File: src/rtl/riscv_pkg.sv
// Shared types and constants for the multicycle RV32I control unit.
// Holds the FSM state set, the opcode/ALU codes and the per-state Moore control table.
package riscv_pkg;

    typedef enum logic [3:0] {
        S_FETCH,
        S_DECODE,
        S_MEMADR,
        S_MEMREAD,
        S_MEMWB,
        S_MEMWRITE,
        S_EXECUTER,
        S_EXECUTEI,
        S_ALUWB,
        S_BEQ,
        S_JAL
    } mc_state_t;

    localparam logic [6:0] OP_LW  = 7'b0000011;
    localparam logic [6:0] OP_SW  = 7'b0100011;
    localparam logic [6:0] OP_R   = 7'b0110011;
    localparam logic [6:0] OP_I   = 7'b0010011;
    localparam logic [6:0] OP_BEQ = 7'b1100011;
    localparam logic [6:0] OP_JAL = 7'b1101111;

    localparam logic [2:0] ALU_ADD = 3'b000;
    localparam logic [2:0] ALU_SUB = 3'b001;
    localparam logic [2:0] ALU_AND = 3'b010;
    localparam logic [2:0] ALU_OR  = 3'b011;
    localparam logic [2:0] ALU_SLT = 3'b101;

    localparam logic [1:0] ALUOP_ADD   = 2'b00;
    localparam logic [1:0] ALUOP_SUB   = 2'b01;
    localparam logic [1:0] ALUOP_FUNCT = 2'b10;

    typedef struct packed {
        logic       pc_update;
        logic       branch;
        logic       adr_src;
        logic       mem_write;
        logic       ir_write;
        logic       reg_write;
        logic [1:0] result_src;
        logic [1:0] alu_src_a;
        logic [1:0] alu_src_b;
        logic [1:0] alu_op;
    } ctrl_t;

    function automatic ctrl_t state_ctrl(input mc_state_t s);
        ctrl_t c;
        c = '0;
        case (s)
            S_FETCH: begin
                c.ir_write   = 1'b1;
                c.pc_update  = 1'b1;
                c.alu_src_b  = 2'b10;
                c.result_src = 2'b10;
            end
            S_DECODE: begin
                c.alu_src_a = 2'b01;
                c.alu_src_b = 2'b01;
            end
            S_MEMADR: begin
                c.alu_src_a = 2'b10;
                c.alu_src_b = 2'b01;
            end
            S_MEMREAD: c.adr_src = 1'b1;
            S_MEMWB: begin
                c.result_src = 2'b01;
                c.reg_write  = 1'b1;
            end
            S_MEMWRITE: begin
                c.adr_src   = 1'b1;
                c.mem_write = 1'b1;
            end
            S_EXECUTER: begin
                c.alu_src_a = 2'b10;
                c.alu_op    = ALUOP_FUNCT;
            end
            S_EXECUTEI: begin
                c.alu_src_a = 2'b10;
                c.alu_src_b = 2'b01;
                c.alu_op    = ALUOP_FUNCT;
            end
            S_ALUWB: c.reg_write = 1'b1;
            S_BEQ: begin
                c.alu_src_a = 2'b10;
                c.alu_op    = ALUOP_SUB;
                c.branch    = 1'b1;
            end
            S_JAL: begin
                c.alu_src_a = 2'b01;
                c.alu_src_b = 2'b10;
                c.pc_update = 1'b1;
            end
            default: c = '0;
        endcase
        return c;
    endfunction

endpackage

File: src/rtl/alu_decoder.sv
// Maps ALUOp plus instruction function fields to the 3-bit ALU operation code.
module alu_decoder
    import riscv_pkg::*;
(
    input  logic [1:0] ALUOp,
    input  logic [2:0] funct3,
    input  logic       funct7b5,
    input  logic       op5,
    output logic [2:0] ALUControl
);

    always_comb begin
        ALUControl = ALU_ADD;
        case (ALUOp)
            ALUOP_ADD: ALUControl = ALU_ADD;
            ALUOP_SUB: ALUControl = ALU_SUB;
            ALUOP_FUNCT: begin
                case (funct3)
                    // op5 separates R-type sub from addi, which shares funct7b5 with imm[10]
                    3'b000:  ALUControl = (op5 && funct7b5) ? ALU_SUB : ALU_ADD;
                    3'b010:  ALUControl = ALU_SLT;
                    3'b110:  ALUControl = ALU_OR;
                    3'b111:  ALUControl = ALU_AND;
                    default: ALUControl = ALU_ADD;
                endcase
            end
            default: ALUControl = ALU_ADD;
        endcase
    end

endmodule

File: src/rtl/multicycle_controller.sv
// Moore control FSM for the multicycle RV32I datapath, with PCWrite, ImmSrc and the ALU decoder.
module multicycle_controller
    import riscv_pkg::*;
(
    input  logic       clk,
    input  logic       reset,
    input  logic [6:0] op,
    input  logic [2:0] funct3,
    input  logic       funct7b5,
    input  logic       Zero,
    output logic       PCWrite,
    output logic       AdrSrc,
    output logic       MemWrite,
    output logic       IRWrite,
    output logic       RegWrite,
    output logic [1:0] ResultSrc,
    output logic [1:0] ALUSrcA,
    output logic [1:0] ALUSrcB,
    output logic [1:0] ImmSrc,
    output logic [2:0] ALUControl,
    output logic       IllegalInstr
);

    mc_state_t state;
    mc_state_t next_state;
    ctrl_t     ctrl_q;
    ctrl_t     ctrl;
    logic      known_op;

    always_comb begin
        known_op = 1'b1;
        case (op)
            OP_LW, OP_SW, OP_R, OP_I, OP_BEQ, OP_JAL: known_op = 1'b1;
            default:                                  known_op = 1'b0;
        endcase
    end

    always_comb begin
        next_state = S_FETCH;
        case (state)
            S_FETCH:  next_state = S_DECODE;
            S_DECODE: begin
                case (op)
                    OP_LW, OP_SW: next_state = S_MEMADR;
                    OP_R:         next_state = S_EXECUTER;
                    OP_I:         next_state = S_EXECUTEI;
                    OP_BEQ:       next_state = S_BEQ;
                    OP_JAL:       next_state = S_JAL;
                    default:      next_state = S_FETCH;
                endcase
            end
            S_MEMADR:   next_state = (op == OP_LW) ? S_MEMREAD : S_MEMWRITE;
            S_MEMREAD:  next_state = S_MEMWB;
            S_EXECUTER: next_state = S_ALUWB;
            S_EXECUTEI: next_state = S_ALUWB;
            S_JAL:      next_state = S_ALUWB;
            default:    next_state = S_FETCH;
        endcase
    end

    // Control bits are registered from the next state so they line up with the state register.
    always_ff @(posedge clk) begin
        if (reset) begin
            state  <= S_FETCH;
            ctrl_q <= state_ctrl(S_FETCH);
        end else begin
            state  <= next_state;
            ctrl_q <= state_ctrl(next_state);
        end
    end

    // Reset overrides the current step immediately: fetch selects, every enable off.
    always_comb begin
        ctrl = ctrl_q;
        if (reset) begin
            ctrl           = state_ctrl(S_FETCH);
            ctrl.pc_update = 1'b0;
            ctrl.branch    = 1'b0;
            ctrl.ir_write  = 1'b0;
            ctrl.reg_write = 1'b0;
            ctrl.mem_write = 1'b0;
        end
    end

    always_comb begin
        ImmSrc = 2'b00;
        case (op)
            OP_SW:   ImmSrc = 2'b01;
            OP_BEQ:  ImmSrc = 2'b10;
            OP_JAL:  ImmSrc = 2'b11;
            default: ImmSrc = 2'b00;
        endcase
    end

    assign PCWrite      = ctrl.pc_update | (ctrl.branch & Zero);
    assign AdrSrc       = ctrl.adr_src;
    assign MemWrite     = ctrl.mem_write;
    assign IRWrite      = ctrl.ir_write;
    assign RegWrite     = ctrl.reg_write;
    assign ResultSrc    = ctrl.result_src;
    assign ALUSrcA      = ctrl.alu_src_a;
    assign ALUSrcB      = ctrl.alu_src_b;
    assign IllegalInstr = (state == S_DECODE) && !known_op && !reset;

    alu_decoder u_alu_decoder (
        .ALUOp      (ctrl.alu_op),
        .funct3     (funct3),
        .funct7b5   (funct7b5),
        .op5        (op[5]),
        .ALUControl (ALUControl)
    );

endmodule
File: config.mk
export PLATFORM = sky130hd
export DESIGN_NAME = multicycle_controller
export DESIGN_NICKNAME = d
export VERILOG_FILES = /design/src/rtl/riscv_pkg.sv /design/src/rtl/alu_decoder.sv /design/src/rtl/multicycle_controller.sv
export SDC_FILE = /design/constraint.sdc
export NUM_CORES = 1
export LEC_CHECK = 0
export BUFFER_PORTS_ARGS = -buffer_cell sky130_fd_sc_hd__clkbuf_2
export CAP_MARGIN = 10
export CORE_ASPECT_RATIO = 0.75
export CORE_MARGIN = 5
export CORE_UTILIZATION = 45
export DETAILED_ROUTE_END_ITERATION = 16
export GPL_ROUTABILITY_DRIVEN = 0
export PLACE_DENSITY_LB_ADDON = 0.05
export SLEW_MARGIN = 5
export SYNTH_ARGS = -nofsm -noshare
export SYNTH_HDL_FRONTEND = slang
export SYNTH_SLANG_ARGS = --single-unit
export TNS_END_PERCENT = 5
File: constraint.sdc
create_clock -name clk -period 2.5 [get_ports clk]
set_clock_uncertainty 0.2 [all_clocks]
set_input_delay 0.5 -clock clk [delete_from_list [all_inputs] [get_ports clk]]
set_output_delay 0.5 -clock clk [all_outputs]
set_load 0.03 [all_outputs]
==> impl_metrics.py <==
metrics = {
    "detailed_routing": {
        "drcViolationCount": 0,
        "drtIter0Drc": 13,
        "vias": 855,
        "dr.pass1.iters": 4,
        "finalWirelength_mm": 1.98,
        "avgRoutedWirePerCell_um": 12.4,
        "antenna_left": 0,
        "vias_per_cell": 5.34,
    },
    "worst_setup_path": {
        "cp_top_family": "simple AND/OR/NAND/NOR gates",
        "crit_top_cell": "clkbuf_2",
        "endpoint": "IllegalInstr",
        "rrSetupSlack_ns": 0.57,
        "worstPathArrival_ns": 1.63,
        "cp_data_required_time_ns": 1.80,
        "r2r-end": "ctrl_q[5]$_SDFF_PP0_",
        "worstSetupStartpoint": "op[6]",
        "worstPathCellList": "clkbuf_2 > and3b_1 > and4_4 > nor4b_1 > clkbuf_2",
        "critPathLaunchType": "input pin",
        "endpoint_kind": "primary output",
        "slowest_stage": "nor4b_1",
        "path_class": "input pin to primary output",
        "cp_max_fo": 6,
        "slowest_delay_ns": 0.29,
        "path_buf_inv": 2,
        "r2r_start": "state[1]$_SDFF_PP0_",
        "rr_worst_depth": 5,
        "worst-path-stages": 5,
    },
    "clock_tree": {
        "cts_resized": 0,
        "cts_buffers": 3,
        "cts_tree": "done",
        "htreeDepth": 1,
        "cts.sinks": 16,
        "cts_hold_buf": 0,
        "cts_root_buf": "clkbuf_4",
        "clk_latency_ns": 0.28,
        "clkTransAtPathRegs_ns": 0.08,
        "cts_buffer_depth": 2,
        "cts_setup_buffers": 0,
    },
    "sta": {
        "worstMarginPinSlew_ns": 0.359,
        "rsz0062_at_grt": "false",
        "period_needed_ns": 2.33,
        "tns_ns": 0,
        "maxSlewViolCount": 0,
        "holdWs_ns": 0.380,
        "finalCritPeriodShare": 0.933,
        "fmax_mhz": 429,
        "finalHoldViolCount": 0,
        "setup_viol": 0,
        "slew_headroom": 0.759,
    },
    "cells_and_area": {
        "area_growth_pct": 22.7,
        "register_area_um2": 320,
        "num-fill-cells": 203,
        "multiInputGateArea_um2": 594,
        "fin_nets": 154,
        "antenna_cells": 0,
        "final_util": 0.577,
        "drive_above_1_share": 0.382,
    },
    "synthesis": {
        "yosysTopAreaCellShare": 0.338,
        "synth_cell_type_count": 42,
        "netlist_area_um2": 947,
        "syn_nets": 120,
        "synth-seq-cells": 16,
        "synth_warnings": 0,
        "yosysSeqAreaShare": 0.338,
        "ys_top_cells_by_area": "dfxtp_1 (34%), nor2b_1 (5.9%), nor2_1 (5.2%), a21oi_1 (2.6%), ha_1 (2.6%)",
        "synth_cells": 104,
        "synth.avg_cell_area_um2": 9.11,
        "synth-edff-count": 0,
        "synth_flop_cell": "dfxtp_1",
        "synthArstFlopShare": 0,
        "yosys.area.top_type": "dfxtp_1",
    },
    "global_routing": {
        "met2_usage": 0.227,
        "grt_pass1_wl_mm": 3.51,
        "antenna_found_initial": 0,
        "grt_use_total": 0.135,
        "grt_busiest_layer": "met2",
        "grt_pass1_vias": 805,
        "use_met1": 0.165,
        "globalRouteMet3Util": 0.0477,
        "grt_max_degree": 19,
        "grt_remaining_overflow": 0,
    },
    "floorplan": {
        "coreArea_um2": 2010,
        "io_pins": 31,
        "dieWidth_um": 63.0,
        "die_h_um": 49.7,
        "dieArea_um2": 3130,
        "start_util": 0.470,
        "std_cell_rows": 14,
    },
    "pwr": {
        "irDropWorstVdd_mv": 0.343,
        "leakagePower_nw": 0.554,
        "p_per_area_nw_per_um2": 416,
    },
    "place": {
        "dp_hpwl_mm": 1.61,
        "portBuffers": 30,
    },
    "min_path": {
        "min_from": "reset",
        "hold_path.class": "input pin to flip-flop",
    },
    "run_status": {
        "status": "complete, no violations",
    },
    "run": {
        "cap_viol_max_count": 0,
    },
}
==> Yosys cell counts, types with 3 or more instances <==
cell type,number
a21oi_1,5
clkbuf_1,3
dfxtp_1,16
inv_1,4
nand2_1,4
nand2b_1,4
nor2_1,13
nor2b_1,9
o21bai_1,3
or2_2,3
==> worst min-delay path, cell delays in order <==
cell and delay (ns):
clkbuf_2 0.11, buf_4 0.15, a21oi_1 0.05
==> kinds of logic after synthesis <==
| logic type | synth area share |
|---|---|
| xor gates and xnor gates | 0.0185 |
| adders and majority gates | 0.0264 |
| buffers and inverters | 0.0409 |
| muxes | 0.0211 |
| DFF | 0.338 |
| AOI/OAI and AO/OA | 0.196 |
| and+or+nand+nor | 0.359 |
==> routing by layer <==
metal,vias up,part of all wire
li1,437,-
met1,398,0.45
met2,18,0.48
met5,-,0
met3,2,0.066
met4,0,0.0051
==> flip-flops by register name (all words and copies together) (netlist names) <==
register and flops:
ctrl_q 12, state 4
==> cell type report <==
cell class | instances | area share
inverter | 4 | 0.0129
sequential | 16 | 0.276
timing repair buffer | 34 | 0.155
tap | 24 | 0.0258
clock buffer | 3 | 0.0194
multi-input combinational | 79 | 0.511
==> metrics by stage <==
step | setup WS (ns) | instances | instance area (µm²) | power (mW)
CTS | 0.158 | 160 | 1160 | 0.492
detailed placement | 0.168 | 157 | 1140 | 0.365
global route | 0.0815 | 160 | 1160 | 0.516
finish | 0.167 | 160 | 1160 | 0.483
floorplan | -0.215 | 104 | 953 | 0.332
global placement | 0.204 | 157 | 1140 | 0.363
==> worst min path at each step <==
stage | endpoint | slack (ns) | depth (start not counted)
after floorplan | ctrl_q[6]$_SDFF_PP0_ | 0.45 | 3
after global placement | ctrl_q[4]$_SDFF_PP0_ | 0.51 | 3
after detailed placement | ctrl_q[4]$_SDFF_PP0_ | 0.53 | 3
after CTS | ctrl_q[4]$_SDFF_PP0_ | 0.37 | 3
after global routing | ctrl_q[4]$_SDFF_PP0_ | 0.38 | 3
final | ctrl_q[4]$_SDFF_PP0_ | 0.38 | 3
==> power breakdown <==
group          leakage (nW)  switching, mW  total [mW]  internal [mW]
clock                0.0138         0.0687       0.125         0.0559
combinational         0.409         0.0538      0.0917         0.0379
sequential            0.131        0.00405       0.267          0.263
total                 0.554          0.127       0.483          0.357
==> placed cells by master, fill, tap and decap left out, types with 2 or more instances in the layout <==
cell and count:
xnor2_1 2, mux2i_1 2, clkbuf_2 30, nand2b_1 4, or2_2 3, nor2_1 13
o21bai_1 3, nand3b_1 2, inv_1 4, nand3_2 2, nand2_1 4, nor2b_1 9
clkbuf_4 3, a21oi_1 5, buf_4 4, nor4b_1 2, a31oi_1 2, ha_1 2
nor3b_1 2, dfxtp_1 16
Note: power is estimated with default switching activity, not from simulation.
